$ cat src/rtl/rv32i_types.sv
// rtl/rv32i_types.sv - shared RV32I word and instruction-queue entry types
package rv32i_types;

  typedef logic [31:0] rv32i_word;

  // One instruction-queue slot: fetched word tagged with its PC
  typedef struct packed {
    rv32i_word pc;
    rv32i_word instr;
  } iq_entry_t;

endpackage

$ cat src/rtl/fetch_unit.sv
// rtl/fetch_unit.sv - front-end fetch stage: one outstanding word request, pushes into the iq
module fetch_unit
  import rv32i_types::*;
#(
  parameter rv32i_word RESET_PC = 32'h4000_0060
) (
  input  logic        clk,
  input  logic        rst,
  input  logic        instr_mem_resp,
  input  logic [31:0] instr_mem_rdata,
  output logic        instr_read,
  output logic [31:0] instr_mem_address,
  input  logic        iq_full,
  output logic        iq_push,
  output logic [31:0] iq_instr,
  output logic [31:0] iq_pc,
  input  logic        redirect_valid,
  input  logic [31:0] redirect_pc
);

  typedef enum logic [1:0] {
    IDLE,
    REQ,
    DROP
  } fetch_state_t;

  fetch_state_t state, state_next;
  rv32i_word    pc, pc_next;
  rv32i_word    req_addr, req_addr_next;
  rv32i_word    redirect_target;
  iq_entry_t    entry;

  // Redirect targets are word aligned; low two bits are dropped
  assign redirect_target = redirect_pc & 32'hFFFF_FFFC;

  // State, fetch PC and outstanding-request address; reset wins over any redirect
  always_ff @(posedge clk) begin
    if (rst) begin
      state    <= IDLE;
      pc       <= RESET_PC;
      req_addr <= RESET_PC;
    end else begin
      state    <= state_next;
      pc       <= pc_next;
      req_addr <= req_addr_next;
    end
  end

  // Next-state logic: issue from IDLE, complete or abandon in REQ, drain in DROP
  always_comb begin
    state_next    = state;
    pc_next       = pc;
    req_addr_next = req_addr;
    case (state)
      IDLE: begin
        // A stale response arriving here is simply ignored
        if (redirect_valid) begin
          pc_next = redirect_target;
        end else if (!iq_full) begin
          req_addr_next = pc;
          state_next    = REQ;
        end
      end
      REQ: begin
        if (instr_mem_resp) begin
          state_next = IDLE;
          pc_next    = redirect_valid ? redirect_target : pc + 32'd4;
        end else if (redirect_valid) begin
          // The memory still owes us a word at req_addr, so keep asking for it
          pc_next    = redirect_target;
          state_next = DROP;
        end
      end
      DROP: begin
        if (redirect_valid) begin
          pc_next = redirect_target;
        end
        if (instr_mem_resp) begin
          state_next = IDLE;
        end
      end
      default: begin
        state_next = IDLE;
      end
    endcase
  end

  assign entry.pc    = req_addr;
  assign entry.instr = instr_mem_rdata;

  assign instr_read        = (state != IDLE);
  assign instr_mem_address = req_addr;
  assign iq_push           = (state == REQ) & instr_mem_resp & ~redirect_valid;
  assign iq_instr          = entry.instr;
  assign iq_pc             = entry.pc;

endmodule

$ cat config.mk
export PLATFORM = sky130hd
export DESIGN_NAME = fetch_unit
export DESIGN_NICKNAME = d
export VERILOG_FILES = /design/src/rtl/rv32i_types.sv /design/src/rtl/fetch_unit.sv
export SDC_FILE = /design/constraint.sdc
export NUM_CORES = 1
export LEC_CHECK = 0
export CAP_MARGIN = 25
export CORE_UTILIZATION = 47
export CTS_BUF_LIST = sky130_fd_sc_hd__clkbuf_2
export CTS_CLUSTER_DIAMETER = 150
export DETAILED_ROUTE_END_ITERATION = 16
export PLACE_DENSITY = 0.87
export SLEW_MARGIN = 15
export SYNTH_ARGS = -nofsm -noshare
export SYNTH_HDL_FRONTEND = slang
export SYNTH_SLANG_ARGS = --single-unit
$ cat constraint.sdc
create_clock -name clk -period 5.5 [get_ports clk]
set_clock_uncertainty 0.1 [all_clocks]
set_input_delay 1.1 -clock clk [delete_from_list [all_inputs] [get_ports clk]]
set_output_delay 1.1 -clock clk [all_outputs]
set_load 0.1 [all_outputs]
==> results.py, run 1 <==
metrics = {
    "final_layout": {
        "instances_no_fill": 648,
        "diodes": 0,
        "drive_gt1_share_pct": 7.00,
        "fillCellCount": 780,
        "area_growth_syn_to_layout_pct": 17.1,
        "layout.nets": 609,
    },
    "worst_setup_path": {
        "worstPathArrival_ns": 2.85,
        "critical-path-max-stage-delay_ns": 0.45,
        "worstPathMaxFanout": 17,
        "cp-start-kind": "input port",
        "endpoint_kind": "output port",
        "critPathKind": "input port to output port",
        "crit_chain": "clkdlybuf4s50_1 > inv_1 > nand3_1 > inv_1 > buf_4",
        "crit_path_frequent_cell": "inv_1",
        "cp.required_ns": 4.30,
        "slowest_stage": "inv_1",
    },
    "clock_network": {
        "root_buffer": "clkbuf_2",
        "clkTransAtPathRegs_ns": 0.17,
        "cts_resized": 0,
        "postCtsSetupBuffers": 0,
        "worstSkewPairLatency_ns": 0.53,
        "clock_sinks": 66,
        "clockBufferDepth": 2,
        "cts_tree": "done",
        "htree_levels": 3,
        "cts_buffers": 9,
        "cts_hold_buffers": 0,
    },
    "global_routing": {
        "overflow": 0,
        "grt_pass1_wl_mm": 17.2,
        "grt_pass1_vias": 3512,
        "grt_usage_pct": 25.1,
        "grt_max_degree": 39,
        "antenna_found_initial": 0,
    },
    "routing": {
        "vias": 3883,
        "drtIter0Drc": 301,
        "dr.pass1.iters": 5,
        "postRouteWirelength_mm": 10.9,
        "routedWlPerCell_um": 16.8,
        "viasPerCell": 5.99,
        "ant_nets": 0,
        "drc": 0,
    },
    "logic_synthesis": {
        "avgSynthCellArea_um2": 7.66,
        "synth_nets": 588,
        "yosys.area.top_type": "dfxtp_1",
        "synth_seq_cells": 66,
        "synth_warnings": 0,
        "async_flop_share_pct": 0,
        "synth_top_area_share_pct": 33.3,
        "ys_seq_area_share_pct": 33.3,
        "synth_area_leaders": "dfxtp_1, buf_4, nand2_1",
        "synth_flop_cell": "dfxtp_1",
        "ys_types": 62,
        "syn_inst": 518,
        "synth_edf_count": 0,
        "synth_area_um2": 3970,
    },
    "placed_design": {
        "dp_cells": 633,
        "gp_congestion": 0.921,
        "numPortBuffers": 100,
        "post-dp-hpwl_mm": 7.67,
    },
    "timing": {
        "fmax_mhz": 247,
        "finalSetupTns_ns": 0,
        "rsz0062_at_grt": "false",
        "finalMaxSlewViolations": 0,
        "hold_violations": 0,
        "slew-limit-headroom_pct": 34.6,
        "setup_violations": 0,
        "worst_slew_pin_slew_ns": 0.978,
        "post-route-period-util_pct": 73.7,
        "timing.final.crit_period_ns": 4.05,
    },
    "pwr": {
        "intPower_w": 0.000734,
        "p_leak_nw": 1.66,
        "seqPwrFrac_pct": 47.6,
        "vdd_drop_max_v": 0.000115,
        "p_switching_w": 0.000394,
        "power_switching_share_pct": 34.9,
        "power_per_cell_area_nw_per_um2": 243,
        "pwr-share-comb_pct": 23.7,
        "clockPowerShare_pct": 28.7,
    },
    "floorplan": {
        "core_area_um2": 8180,
        "die_h_um": 93.9,
        "start_util_pct": 48.5,
        "ioPinCount": 167,
        "dieArea_um2": 8820,
        "fp.dieW_um": 93.9,
        "rows": 33,
    },
    "status": {
        "status": "finished, final reports clean",
    },
    "hold_path": {
        "hold_path.class": "flop to flop",
    },
    "job": {
        "maxCapViolCount": 0,
    },
}
==> final timing paths <==
check	start	endpoint	slack, ns	cells past startpoint
worst max-delay path	redirect_valid	iq_push	1.45	5
worst min-delay path	pc[1]	instr_mem_address[1]	0.35	2
worst max register to register	pc[2]	pc[30]	2.46	6
worst min register to register	pc[1]	instr_mem_address[1]	0.35	2
==> synth_stat cells, types with 4 or more instances <==
| master | instances |
|---|---|
| or2_2 | 5 |
| a31oi_1 | 6 |
| a2111oi_0 | 4 |
| o22ai_1 | 4 |
| buf_4 | 64 |
| nor3_1 | 11 |
| nand3_1 | 17 |
| clkbuf_1 | 25 |
| nor2b_1 | 6 |
| a211oi_1 | 5 |
| a21boi_0 | 4 |
| nor3b_1 | 4 |
| and3_1 | 4 |
| nand2_1 | 84 |
| inv_1 | 14 |
| nor2_1 | 31 |
| mux2i_1 | 7 |
| nand4_1 | 11 |
| o221ai_1 | 5 |
| dfxtp_1 | 66 |
| nor4_1 | 6 |
| xnor2_1 | 4 |
| o21ai_0 | 17 |
| a21oi_1 | 52 |
| buf_2 | 4 |
==> flip-flops by register name (all words and copies together), names as in the netlist <==
register / flops
state: 2
instr_mem_address: 32
pc: 32
==> final cells by class <==
class                      instances  area (um^2)  share of cell area (%)
tap                              105          131                    2.83
clock buffer                      11         55.1                    1.18
sequential                        66         1320                    28.4
inverter                          14         52.6                    1.13
timing repair buffer             106         1050                    22.5
multi-input combinational        342         1970                    42.5
clock inverter                     4         67.6                    1.45
==> metrics by stage <==
| stage | setup slack (ns) | hold slack (ns) | power, W | util (%) | instance area [um^2] |
|---|---|---|---|---|---|
| 2_1_floorplan | 2.15 | 0.327 | 0.000847 | - | 3970 |
| 3_3_place_gp | 1.43 | 0.336 | 0.000804 | 55.2 | 4510 |
| 3_5_place_dp | 1.43 | 0.344 | 0.000811 | 55.4 | 4530 |
| 4_1_cts | 1.46 | 0.354 | 0.00113 | 56.9 | 4650 |
| 5_1_grt | 1.31 | 0.381 | 0.00117 | 56.9 | 4650 |
| 6_report | 1.45 | 0.349 | 0.00113 | 56.9 | 4650 |
==> power by group through the flow <==
| stage | combinational (W) | clock, W | sequential, W |
|---|---|---|---|
| final | 0.000267 | 0.000324 | 0.000537 |
| after global routing | 0.000283 | 0.000350 | 0.000540 |
| after CTS | 0.000266 | 0.000326 | 0.000535 |
| after detailed placement | 0.000265 | 0 | 0.000546 |
| after global placement | 0.000260 | 0 | 0.000544 |
| after floorplan | 0.000263 | 0 | 0.000584 |
==> placed cells by master, fill, tap and decap left out, types with 3 or more instances in the layout <==
master | netlist | final
clkdlybuf4s50_1 | 0 | 98
nand2_1 | 84 | 84
dfxtp_1 | 66 | 66
a21oi_1 | 52 | 52
nor2_1 | 31 | 31
nand3_1 | 17 | 17
o21ai_0 | 17 | 17
inv_1 | 14 | 14
nand4_1 | 11 | 11
clkbuf_2 | 0 | 11
nor3_1 | 11 | 10
mux2i_1 | 7 | 7
nor2b_1 | 6 | 6
nor4_1 | 6 | 6
a31oi_1 | 6 | 6
buf_4 | 64 | 6
or2_2 | 5 | 5
o221ai_1 | 5 | 5
a211oi_1 | 5 | 5
a21boi_0 | 4 | 4
nor3b_1 | 4 | 4
and3_1 | 4 | 4
o22ai_1 | 4 | 4
xnor2_1 | 4 | 4
a2111oi_0 | 4 | 4
or3_1 | 3 | 3
and4_2 | 3 | 3
a22oi_1 | 3 | 3
xor2_1 | 3 | 3
o21bai_1 | 3 | 3
o211ai_1 | 3 | 3
==> cells by family after synthesis <==
family,after synthesis,synth area share [%]
AO/OA/AOI/OAI,126,20.4
multiplexers,8,2.14
adder cells (fa/ha/maj),1,0.315
XOR/XNOR,7,1.54
AND/OR/NAND/NOR,200,25.2
flip-flops,66,33.3
buffers and inverters,110,17.1
==> critical path, delay by kind of cell <==
| kind | cells | cell delay [ns] |
|---|---|---|
| buffers and inverters | 4 | 1.44 |
| AND/OR/NAND/NOR | 1 | 0.31 |
==> layer usage <==
layer / vias to the layer above / wire length, um / GRT usage (%)
li1: 1812 / - / -
met1: 1839 / 4660 / 33.3
met2: 200 / 5020 / 39.0
met3: 32 / 920 / 5.50
met4: 0 / 295 / 10.6
met5: - / 0 / 0
No activity file was read; power rests on OpenSTA's default activity.
==> inputs of run 2 (changes only) <==
--- a/config.mk
+++ b/config.mk
@@ -6,11 +6,11 @@
 export NUM_CORES = 1
 export LEC_CHECK = 0
 export CAP_MARGIN = 25
-export CORE_UTILIZATION = 47
+export CORE_UTILIZATION = 40
 export CTS_BUF_LIST = sky130_fd_sc_hd__clkbuf_2
 export CTS_CLUSTER_DIAMETER = 150
 export DETAILED_ROUTE_END_ITERATION = 16
-export PLACE_DENSITY = 0.87
+export PLACE_DENSITY = 0.79
 export SLEW_MARGIN = 15
 export SYNTH_ARGS = -nofsm -noshare
 export SYNTH_HDL_FRONTEND = slang
==> constraint.sdc (replaced) <==
create_clock -name clk -period 3.39 [get_ports clk]
set_clock_uncertainty 0.1 [all_clocks]
set_input_delay 0.678 -clock clk [delete_from_list [all_inputs] [get_ports clk]]
set_output_delay 0.678 -clock clk [all_outputs]
set_load 0.1 [all_outputs]
==> run 2 against run 1 <==
Sequential cell count stayed put. Cell count is 5.9% higher. First-iteration DRC count shrank 25%. Combinational power rose by 64%. Largest power group unchanged. Total power rose by 56%. Global-route usage fell by 3.4 points. Sequential power is 61% higher. Clock-buffer cell count unchanged. Wire length increased by 1.6%.
==> results.py, run 2 (same netlist as run 1, synthesis figures left out) <==
metrics = {
    "timing": {
        "slew-limit-headroom_pct": 62.6,
        "finalWorstSetupSlack_ns": 0.612,
        "finalSetupTns_ns": 0,
        "rsz0062_at_grt": "false",
        "finalMaxSlewViolations": 0,
        "fmax_mhz": 360,
        "worst_slew_pin_slew_ns": 0.559,
        "hold_violations": 0,
        "post-route-period-util_pct": 82.0,
        "timing.final.crit_period_ns": 2.78,
        "setup_violations": 0,
    },
    "floorplan": {
        "start_util_pct": 42.2,
        "core_area_um2": 9420,
        "dieArea_um2": 10300,
        "die_h_um": 102,
        "rows": 35,
        "fp.dieW_um": 102,
        "ioPinCount": 167,
    },
    "final_layout": {
        "area_growth_syn_to_layout_pct": 16.3,
        "layout.nets": 623,
        "diodes": 0,
        "drive_gt1_share_pct": 21.2,
        "layout_common_cells": "nand2_1, buf_4, dfxtp_1",
    },
    "global_routing": {
        "overflow": 0,
        "grt_pass1_vias": 3422,
        "antenna_found_initial": 0,
        "grt_pass1_wl_mm": 17.1,
        "grt_usage_pct": 21.7,
        "grt_max_degree": 32,
    },
    "worst_setup_path": {
        "worstPathMaxFanout": 10,
        "crit_chain": "nor2b_1 > nand3_1 > inv_1 > buf_12",
        "cp-start-kind": "flop",
        "worstPathArrival_ns": 2.00,
        "critical-path-max-stage-delay_ns": 0.44,
        "critPathKind": "flop to output port",
        "endpoint_kind": "output port",
        "cp-startpoint": "state[1]",
        "rr_startpoint": "pc[3]",
        "cp.required_ns": 2.61,
        "slowest_stage": "dfxtp_1",
    },
    "placed_design": {
        "dpl_worst_slack_ns": 0.617,
        "numPortBuffers": 100,
        "gp_congestion": 0.912,
        "post-dp-hpwl_mm": 8.02,
    },
    "routing": {
        "vias": 3812,
        "drc": 0,
        "dr.pass1.iters": 6,
        "ant_nets": 0,
        "postRouteWirelength_mm": 11.1,
        "routedWlPerCell_um": 16.1,
        "viasPerCell": 5.56,
        "drtIter0Drc": 226,
    },
    "hold_path": {
        "hold_path.class": "flop to flop",
        "hold_start": "pc[1]",
    },
    "job": {
        "maxCapViolCount": 0,
    },
    "clock_network": {
        "cts_hold_buffers": 0,
        "postCtsSetupBuffers": 0,
        "cts_tree": "done",
        "clock_sinks": 66,
        "cts_buffers": 9,
        "root_buffer": "clkbuf_2",
        "worstSkewPairLatency_ns": 0.50,
        "htree_levels": 3,
        "cts_resized": 0,
        "clkTransAtPathRegs_ns": 0.17,
        "clockBufferDepth": 2,
    },
    "pwr": {
        "vdd_drop_max_v": 0.000151,
        "p_leak_nw": 1.85,
        "p_total_w": 0.00176,
        "power_per_cell_area_nw_per_um2": 381,
    },
    "status": {
        "status": "finished, final reports clean",
    },
}
-- run 2: critical path, delay by kind of cell, from the launching register on --
family,cells,cell delay [ns]
flops,1,0.44
simple gates,2,0.59
buf+inv,2,0.48
-- run 2: final timing paths --
kind,slack (ns),to,depth (start not counted)
setup / recovery,0.61,iq_push,4
hold / removal,0.37,instr_mem_address[1],2
setup reg to reg,0.99,pc[30],7
hold reg to reg,0.37,instr_mem_address[1],2
-- run 2: routing by layer --
metal	vias to the layer above	part of all wire, %	global-route usage, %	wire [um]
met2	176	46	34.4	5090
met5	-	0	0	0
met1	1765	44	28.5	4880
met4	0	1.9	10.3	212
met3	25	8.1	3.73	895
li1	1846	-	-	-
-- run 2: report_power, final --
group / total [W] / internal (W) / switching (W)
clock network: 0.000453 / 0.000168 / 0.000285
logic: 0.000439 / 0.000135 / 0.000304
registers: 0.000866 / 0.000814 / 0.0000524
-- run 2: layout make-up --
type                    count  area (um^2)
fillers                   903         4800
multi-input cells         342         1970
flip-flops and latches     66         1320
repair buffers            120         1010
well taps                 129          161
clock buffers              11         55.1
inverters                  14         52.6
clock inverters             4         43.8
-- run 2: per-stage QoR --
step | utilization, % | hold slack, ns | std cells | cell area (um^2)
after CTS | 49.0 | 0.372 | 686 | 4610
final | 49.0 | 0.368 | 686 | 4610
after global placement | 48.0 | 0.337 | 671 | 4520
after floorplan | - | 0.327 | 518 | 3970
after global routing | 49.0 | 0.401 | 686 | 4610
after detailed placement | 48.0 | 0.352 | 671 | 4520
